==> src/rtl/wb_bypass_tracker_pkg.sv <==
// Shared types for the decode-stage bypass producer: result entries and GPR addressing.
package wb_bypass_tracker_pkg;
  typedef logic [31:0] word_t;
  typedef logic [4:0]  creg_addr_t;

  typedef struct packed {
    logic       valid;
    creg_addr_t dst;
    word_t      value;
  } write_reg_t;

  localparam int         BYPASS_DEPTH = 6;
  localparam creg_addr_t ZERO_REG     = 5'd0;

  // r0 writes are architecturally dead, so they never forward or commit.
  function automatic write_reg_t capture(input write_reg_t w);
    write_reg_t r;
    r       = w;
    r.valid = w.valid && (w.dst != ZERO_REG);
    return r;
  endfunction
endpackage

==> src/rtl/wb_bypass_tracker_gpr_file.sv <==
// 32x32 register file: two ordered write ports (port 1 wins) and NREAD async reads; r0 is zero.
module gpr_file
  import wb_bypass_tracker_pkg::*;
#(
  parameter int NREAD = 4
) (
  input  logic                         clk,
  input  logic                         resetn,
  input  logic       [1:0]             we_i,
  input  creg_addr_t [1:0]             waddr_i,
  input  word_t      [1:0]             wdata_i,
  input  creg_addr_t [NREAD-1:0]       raddr_i,
  output word_t      [NREAD-1:0]       rdata_o
);
  word_t regs_q [32];

  always_ff @(posedge clk or negedge resetn) begin
    if (!resetn) begin
      for (int i = 0; i < 32; i++) regs_q[i] <= '0;
    end else begin
      if (we_i[0] && waddr_i[0] != ZERO_REG) regs_q[waddr_i[0]] <= wdata_i[0];
      if (we_i[1] && waddr_i[1] != ZERO_REG) regs_q[waddr_i[1]] <= wdata_i[1];
    end
  end

  for (genvar k = 0; k < NREAD; k++) begin : g_rd
    assign rdata_o[k] = (raddr_i[k] == ZERO_REG) ? '0 : regs_q[raddr_i[k]];
  end
endmodule

==> src/rtl/wb_bypass_tracker.sv <==
// Carries dual-issue results EX -> MEM -> WB, exposes them youngest-first for forwarding,
// and commits WB into the GPR.
module wb_bypass_tracker
  import wb_bypass_tracker_pkg::*;
#(
  parameter int NREAD = 4
) (
  input  logic                           clk,
  input  logic                           resetn,
  input  logic                           stall,
  input  logic                           flush,
  input  write_reg_t [1:0]               ex_wr,
  input  logic       [1:0]               mem_ld_valid,
  input  word_t      [1:0]               mem_ld_data,
  input  creg_addr_t [NREAD-1:0]         rd_addr,
  output word_t      [NREAD-1:0]         rd_data,
  output write_reg_t [BYPASS_DEPTH-1:0]  write_reg
);
  write_reg_t [1:0] mem_q, mem_d, wb_q, wb_d, ex_view;
  logic             commit;

  // WB always drains on flush: the faulting instruction has already left MEM.
  assign commit = flush | ~stall;

  always_comb begin
    mem_d = mem_q;
    wb_d  = wb_q;
    if (flush) begin
      wb_d = mem_q;
      for (int i = 0; i < 2; i++) wb_d[i].valid = 1'b0;
      mem_d = '0;
    end else if (stall) begin
      for (int i = 0; i < 2; i++)
        if (mem_ld_valid[i]) mem_d[i].value = mem_ld_data[i];
    end else begin
      for (int i = 0; i < 2; i++) begin
        wb_d[i] = mem_q[i];
        if (mem_ld_valid[i]) wb_d[i].value = mem_ld_data[i];
        mem_d[i] = capture(ex_wr[i]);
      end
    end
  end

  always_ff @(posedge clk or negedge resetn) begin
    if (!resetn) begin
      mem_q <= '0;
      wb_q  <= '0;
    end else begin
      mem_q <= mem_d;
      wb_q  <= wb_d;
    end
  end

  // EX is live; masking it by reset keeps the whole vector quiet while reset is held.
  for (genvar i = 0; i < 2; i++) begin : g_ex
    assign ex_view[i] = resetn ? capture(ex_wr[i]) : '0;
  end

  assign write_reg[0] = ex_view[1];
  assign write_reg[1] = ex_view[0];
  assign write_reg[2] = mem_q[1];
  assign write_reg[3] = mem_q[0];
  assign write_reg[4] = wb_q[1];
  assign write_reg[5] = wb_q[0];

  gpr_file #(.NREAD(NREAD)) u_gpr (
    .clk     (clk),
    .resetn  (resetn),
    .we_i    ({wb_q[1].valid & commit, wb_q[0].valid & commit}),
    .waddr_i ({wb_q[1].dst, wb_q[0].dst}),
    .wdata_i ({wb_q[1].value, wb_q[0].value}),
    .raddr_i (rd_addr),
    .rdata_o (rd_data)
  );
endmodule

==> config.mk <==
export PLATFORM = sky130hd
export DESIGN_NAME = wb_bypass_tracker
export DESIGN_NICKNAME = d
export VERILOG_FILES = /design/src/rtl/wb_bypass_tracker_pkg.sv /design/src/rtl/wb_bypass_tracker_gpr_file.sv /design/src/rtl/wb_bypass_tracker.sv
export SDC_FILE = /design/constraint.sdc
export NUM_CORES = 2
export LEC_CHECK = 0
export CORE_UTILIZATION = 50
export CTS_CLUSTER_DIAMETER = 120
export DETAILED_ROUTE_END_ITERATION = 12
export GPL_TIMING_DRIVEN = 1
export PLACE_DENSITY = 0.69
export SETUP_SLACK_MARGIN = 0.05
export SYNTH_ARGS = -nofsm -noshare
export SYNTH_HDL_FRONTEND = slang
export SYNTH_SLANG_ARGS = --single-unit
==> constraint.sdc <==
create_clock -name clk -period 2.9 [get_ports clk]
set_input_delay 0.435 -clock clk [delete_from_list [all_inputs] [get_ports clk]]
set_output_delay 0.435 -clock clk [all_outputs]
set_load 0.01 [all_outputs]
Word level (Yosys, flattened, before mapping)
Index checks and enable logic that the tools add are counted. W data, S select, Z words.

Flip-flop bits (word level): 1176. Latch bits: 0. RAM bits: 0. Bits in read-only memories: 0. Input bits: 166. Memories: 0.

Add/sub/neg operators: 0. Multipliers: 0. Div/mod/pow operators: 0. Magnitude comparators: 8. Equality and inequality tests: 1. Shifts and indexed selects: 0. Mux-type cells: 35. Bitwise logic cells: 10. Reductions and logical operators: 14.

Operators by type and width (number): $bwmux W1024 (2); $mux W1024 (2); $bmux W32 S5 (4); $mux W32 (18); $demux W32 S5 (2); $mux W76 (3); $mux W38 (2); $ge A6 B6 Y1 const B (6); $not A5 Y6 (6); $logic_not A5 Y1 (4); $reduce_bool A5 Y1 (4); $lt A6 B1 Y1 const B (2); $mux W6 (2); $logic_and A1 B1 Y1 (6); $and A1 B1 Y1 (2); $ne A2 B1 Y1 const B (1); $not A1 Y1 (1); $or A1 B1 Y1 (1).

Logic depth before layout (Yosys ltp)
Depth in word-level cells: 9. Mapped depth: 8. Mapped depth without buffers: 4.

By module
From an unflattened synthesis, not the netlist that was laid out.

Cells, all modules: 8260. Area total of the unflattened synthesis: 87567.7 sq um.

By module, submodules not included: gpr_file (instances 1, cells an instance 7484, area each 79871.6 sq um); wb_bypass_tracker (instances 1, cells an instance 776, area each 7696.1 sq um).

Worst setup path before layout
No wires, ideal clock.

Path type: input -> output. Start: in rd_addr[10] in the netlist's numbering. End: out rd_data[66] in the netlist's numbering. Data arrival time: 2061 ps. Data required time: 2465 ps. Setup slack: 404 ps. Stages on the path: 7. Path buffers: 4. Cell sequence: buf_2 > buf_2 > buf_2 > nor2b_1 > clkbuf_1 > a22oi_1 > a311oi_1.

RTL lines: start: declaration (RTL line wb_bypass_tracker.sv:15) `input creg_addr_t [NREAD-1:0] rd_addr,`; end: declaration (RTL line wb_bypass_tracker.sv:16) `output word_t [NREAD-1:0] rd_data,`.

==> results.toml <==
[synthesis]
postSynthCellCount = 7781
synth-seq-cells = 1176
async_flop_share_pct = 100
syn_area_sq_um = 88500
ys_types = 50
synthFlopType = "dfrtp_1"
syn_nets = 7947
synth_edf_count = 0
yosysWarnings = 0
synth_area_per_cell_sq_um = 11.4
ys_seq_area_share_pct = 33.2

[power]
ir_worst_vdd_v = 0.000579
pwr_density_cell_nw_per_um2 = 430
p_leak_uw = 0.0515

[placed_design]
gp_congestion = 1.04
post-place-ws_ns = -1.08
io_buffers = 521
dpl.hpwl_mm = 319
place_inst = 10700

[floorplan]
ios = 522
initial_core_util_pct = 50.3
rows = 154
dieArea_sq_um = 179000
coreArea_sq_um = 176000
chipWidth_um = 423
die_h_um = 423

[clock_tree]
clk_pin_slew_ns = 0.06
cts.sinks = 1176
clk_latency_ns = 0.86
cts_tree = "built"
htreeDepth = 4
cts.path.max_buffers = 3
clockRootBuffer = "clkbuf_16"
numCtsBuffers = 144

[critical_path]
critPathMaxStageDelay_ns = 0.48
cp-end-kind = "output pin"
worstPathRequired_ns = 2.47
critPathKind = "in2out"
cp.arrival_ns = 2.89
worstPathMaxFanout = 18
crit_chain = "buf_8 -> buf_12 -> buf_12 -> buf_4 -> mux2i_1 -> a221oi_1 -> o21ai_0 -> a311oi_1 -> buf_4 -> buf_4"
cpMostUsedCell = "buf_4"
startpoint_type = "input port"
critical_path.slowest_cell = "a311oi_1"

[timing]
slew_headroom_pct = 12.9
rsz0062_at_grt = "yes"
timing.final.crit_share_pct = 115
min_period_ns = 3.33
max_freq_ghz = 0.301
setup_violations = 162
worst_clock_skew_ns = 0.0467
tightest_slew_ns = 1.30
final-max-slew-violation-count = 0
fin_ws_ns = -0.427
final_hold_viol_count = 0
tns_ns = -26.21

[routing]
via_per_inst = 7.83
ant_nets = 0
first_pass_iters = 8
wl_mm = 493
drtIter0Drc = 16000
routedWlPerCell_um = 44.1
route.vias.total = 87400
drc = 0

[cells_and_area]
drive_above_1_share_pct = 45.8
fin_cells = 11200
nets = 8858
largest_reg_flops = 1024
seq_area_sq_um = 29500
multiInputGateArea_sq_um = 58700
nFillCells = 13300
syn_to_final_growth_pct = 29.6

[global_route]
globalRoute.totalOverflow = 0
antenna_found_initial = 32
grt_pass1_wl_mm = 672
grt_pass1_vias = 82900
grt_usage_pct = 54.1
grt_max_degree = 166

[run_status]
status = "complete, but fails checks"
violations = "negative setup slack"

[run]
cap_violations = 0

[worst_hold_path]
hold_class = "in2reg"
[Yosys cell counts, types with 6 or more instances]
| master | n | area (sq um) |
|---|---|---|
| o2111ai_1 | 46 | 403 |
| mux2i_1 | 643 | 6440 |
| buf_2 | 256 | 1280 |
| a32oi_1 | 246 | 2150 |
| inv_1 | 6 | 22.5 |
| nor2b_1 | 144 | 901 |
| and3b_1 | 6 | 52.6 |
| and2_1 | 81 | 507 |
| nand2_1 | 207 | 777 |
| dfrtp_1 | 1176 | 29400 |
| nor2_1 | 717 | 2690 |
| a32o_1 | 26 | 260 |
| a311oi_1 | 160 | 1400 |
| a21oi_1 | 608 | 3040 |
| a221oi_1 | 95 | 832 |
| clkbuf_1 | 710 | 2670 |
| nand2b_1 | 39 | 244 |
| mux2_1 | 24 | 270 |
| o21ai_0 | 302 | 1510 |
| mux2_2 | 858 | 9660 |
| or4_1 | 6 | 45.0 |
| nand4_1 | 46 | 288 |
| a211oi_1 | 160 | 1200 |
| nand3_1 | 15 | 75.1 |
| o2bb2ai_1 | 26 | 228 |
| buf_4 | 22 | 165 |
| mux4_2 | 896 | 20200 |
| buf_1 | 61 | 229 |
| a22oi_1 | 160 | 1200 |
[worst paths after layout]
| path | startpoint | endpoint | slack, ns | cells past startpoint |
|---|---|---|---|---|
| max | rd_addr[12] | rd_data[89] | -0.43 | 10 |
| min | mem_ld_data[4] | write_reg[118] | 0.21 | 3 |
| max reg2reg | write_reg[186] | u_gpr.regs_q[435] | 0.22 | 5 |
| min reg2reg | u_gpr.regs_q[1008] | u_gpr.regs_q[1008] | 0.45 | 0 |
| max in group asynchronous | resetn | u_gpr.regs_q[729] | 0.82 | 6 |
| min in group asynchronous | resetn | write_reg[121] | 0.58 | 4 |
[stage by stage]
step	total power [uW]	area [sq um]	util (%)	hold slack (ns)
final	49300	115000	65.2	0.209
after global routing	49900	115000	65.2	0.233
after floorplan	23000	88500	-	0.139
after detailed placement	28600	104000	59.3	0.317
after global placement	28500	104000	59.3	0.318
after CTS	48400	113000	64.5	0.177
[worst max-delay path, delay by kind of cell]
family | cells | cell delay (ns)
multiplexers | 1 | 0.11
buffers and inverters | 6 | 1.32
AO/OA/AOI/OAI | 3 | 0.97
[layer usage]
metal  wire length (um)  vias up  track usage (%)
met5                514        -             1.08
met4              49700       39             42.9
met3              84800     2591             27.6
met2             194000     9060             71.2
met1             164000    43400             65.8
li1                   -    32400                -
[final cells by class]
type	count	area share, %
Clock buffer	217	3.79
Sequential cell	1176	25.7
Tap cell	2340	2.55
Multi-Input combinational cell	5549	51.2
Timing Repair Buffer	1815	16.2
Antenna cell	27	0.0589
Inverter	6	0.0240
Clock inverter	42	0.467
[what timing repair did]
item                                   4_1_cts  5_1_grt
setup endpoints to repair                  129      163
endpoints found under the hold margin      320      101
resized for setup                         1432      218
hold buffers                                 7        2
pin swaps                                  191      119
gates cloned                                 1        0
buffers inserted                           170       41
[cells in the final DEF (no fill, tap or decap), types with 151 or more instances in the layout]
master,synthesis,layout
dfrtp_1,1176,1107
buf_4,22,918
clkbuf_16,0,151
a32oi_1,246,246
mux2i_1,643,639
mux2_2,858,762
clkdlybuf4s50_1,0,368
buf_12,0,279
nand2_1,207,197
buf_6,1,163
nor2_1,717,702
a21oi_1,608,608
mux4_2,896,896
[where the power goes]
part           internal (uW)  total (uW)  switching (uW)
Sequential             17100       18100             986
Clock                  11400       19500            8070
Combinational           5070       11700            6660
Total                  33600       49300           15700
[cell families (layout without fill, tap and decap cells)]
family	count (synthesis)	after routing	synth area share [%]
mux	2421	2421	41.3
buf+inv	1056	2080	4.94
flops	1176	1176	33.2
other cells	0	27	0
compound gates	1839	1839	13.9
simple gates	1289	1289	6.62
Power figures use the tool's default switching activity.
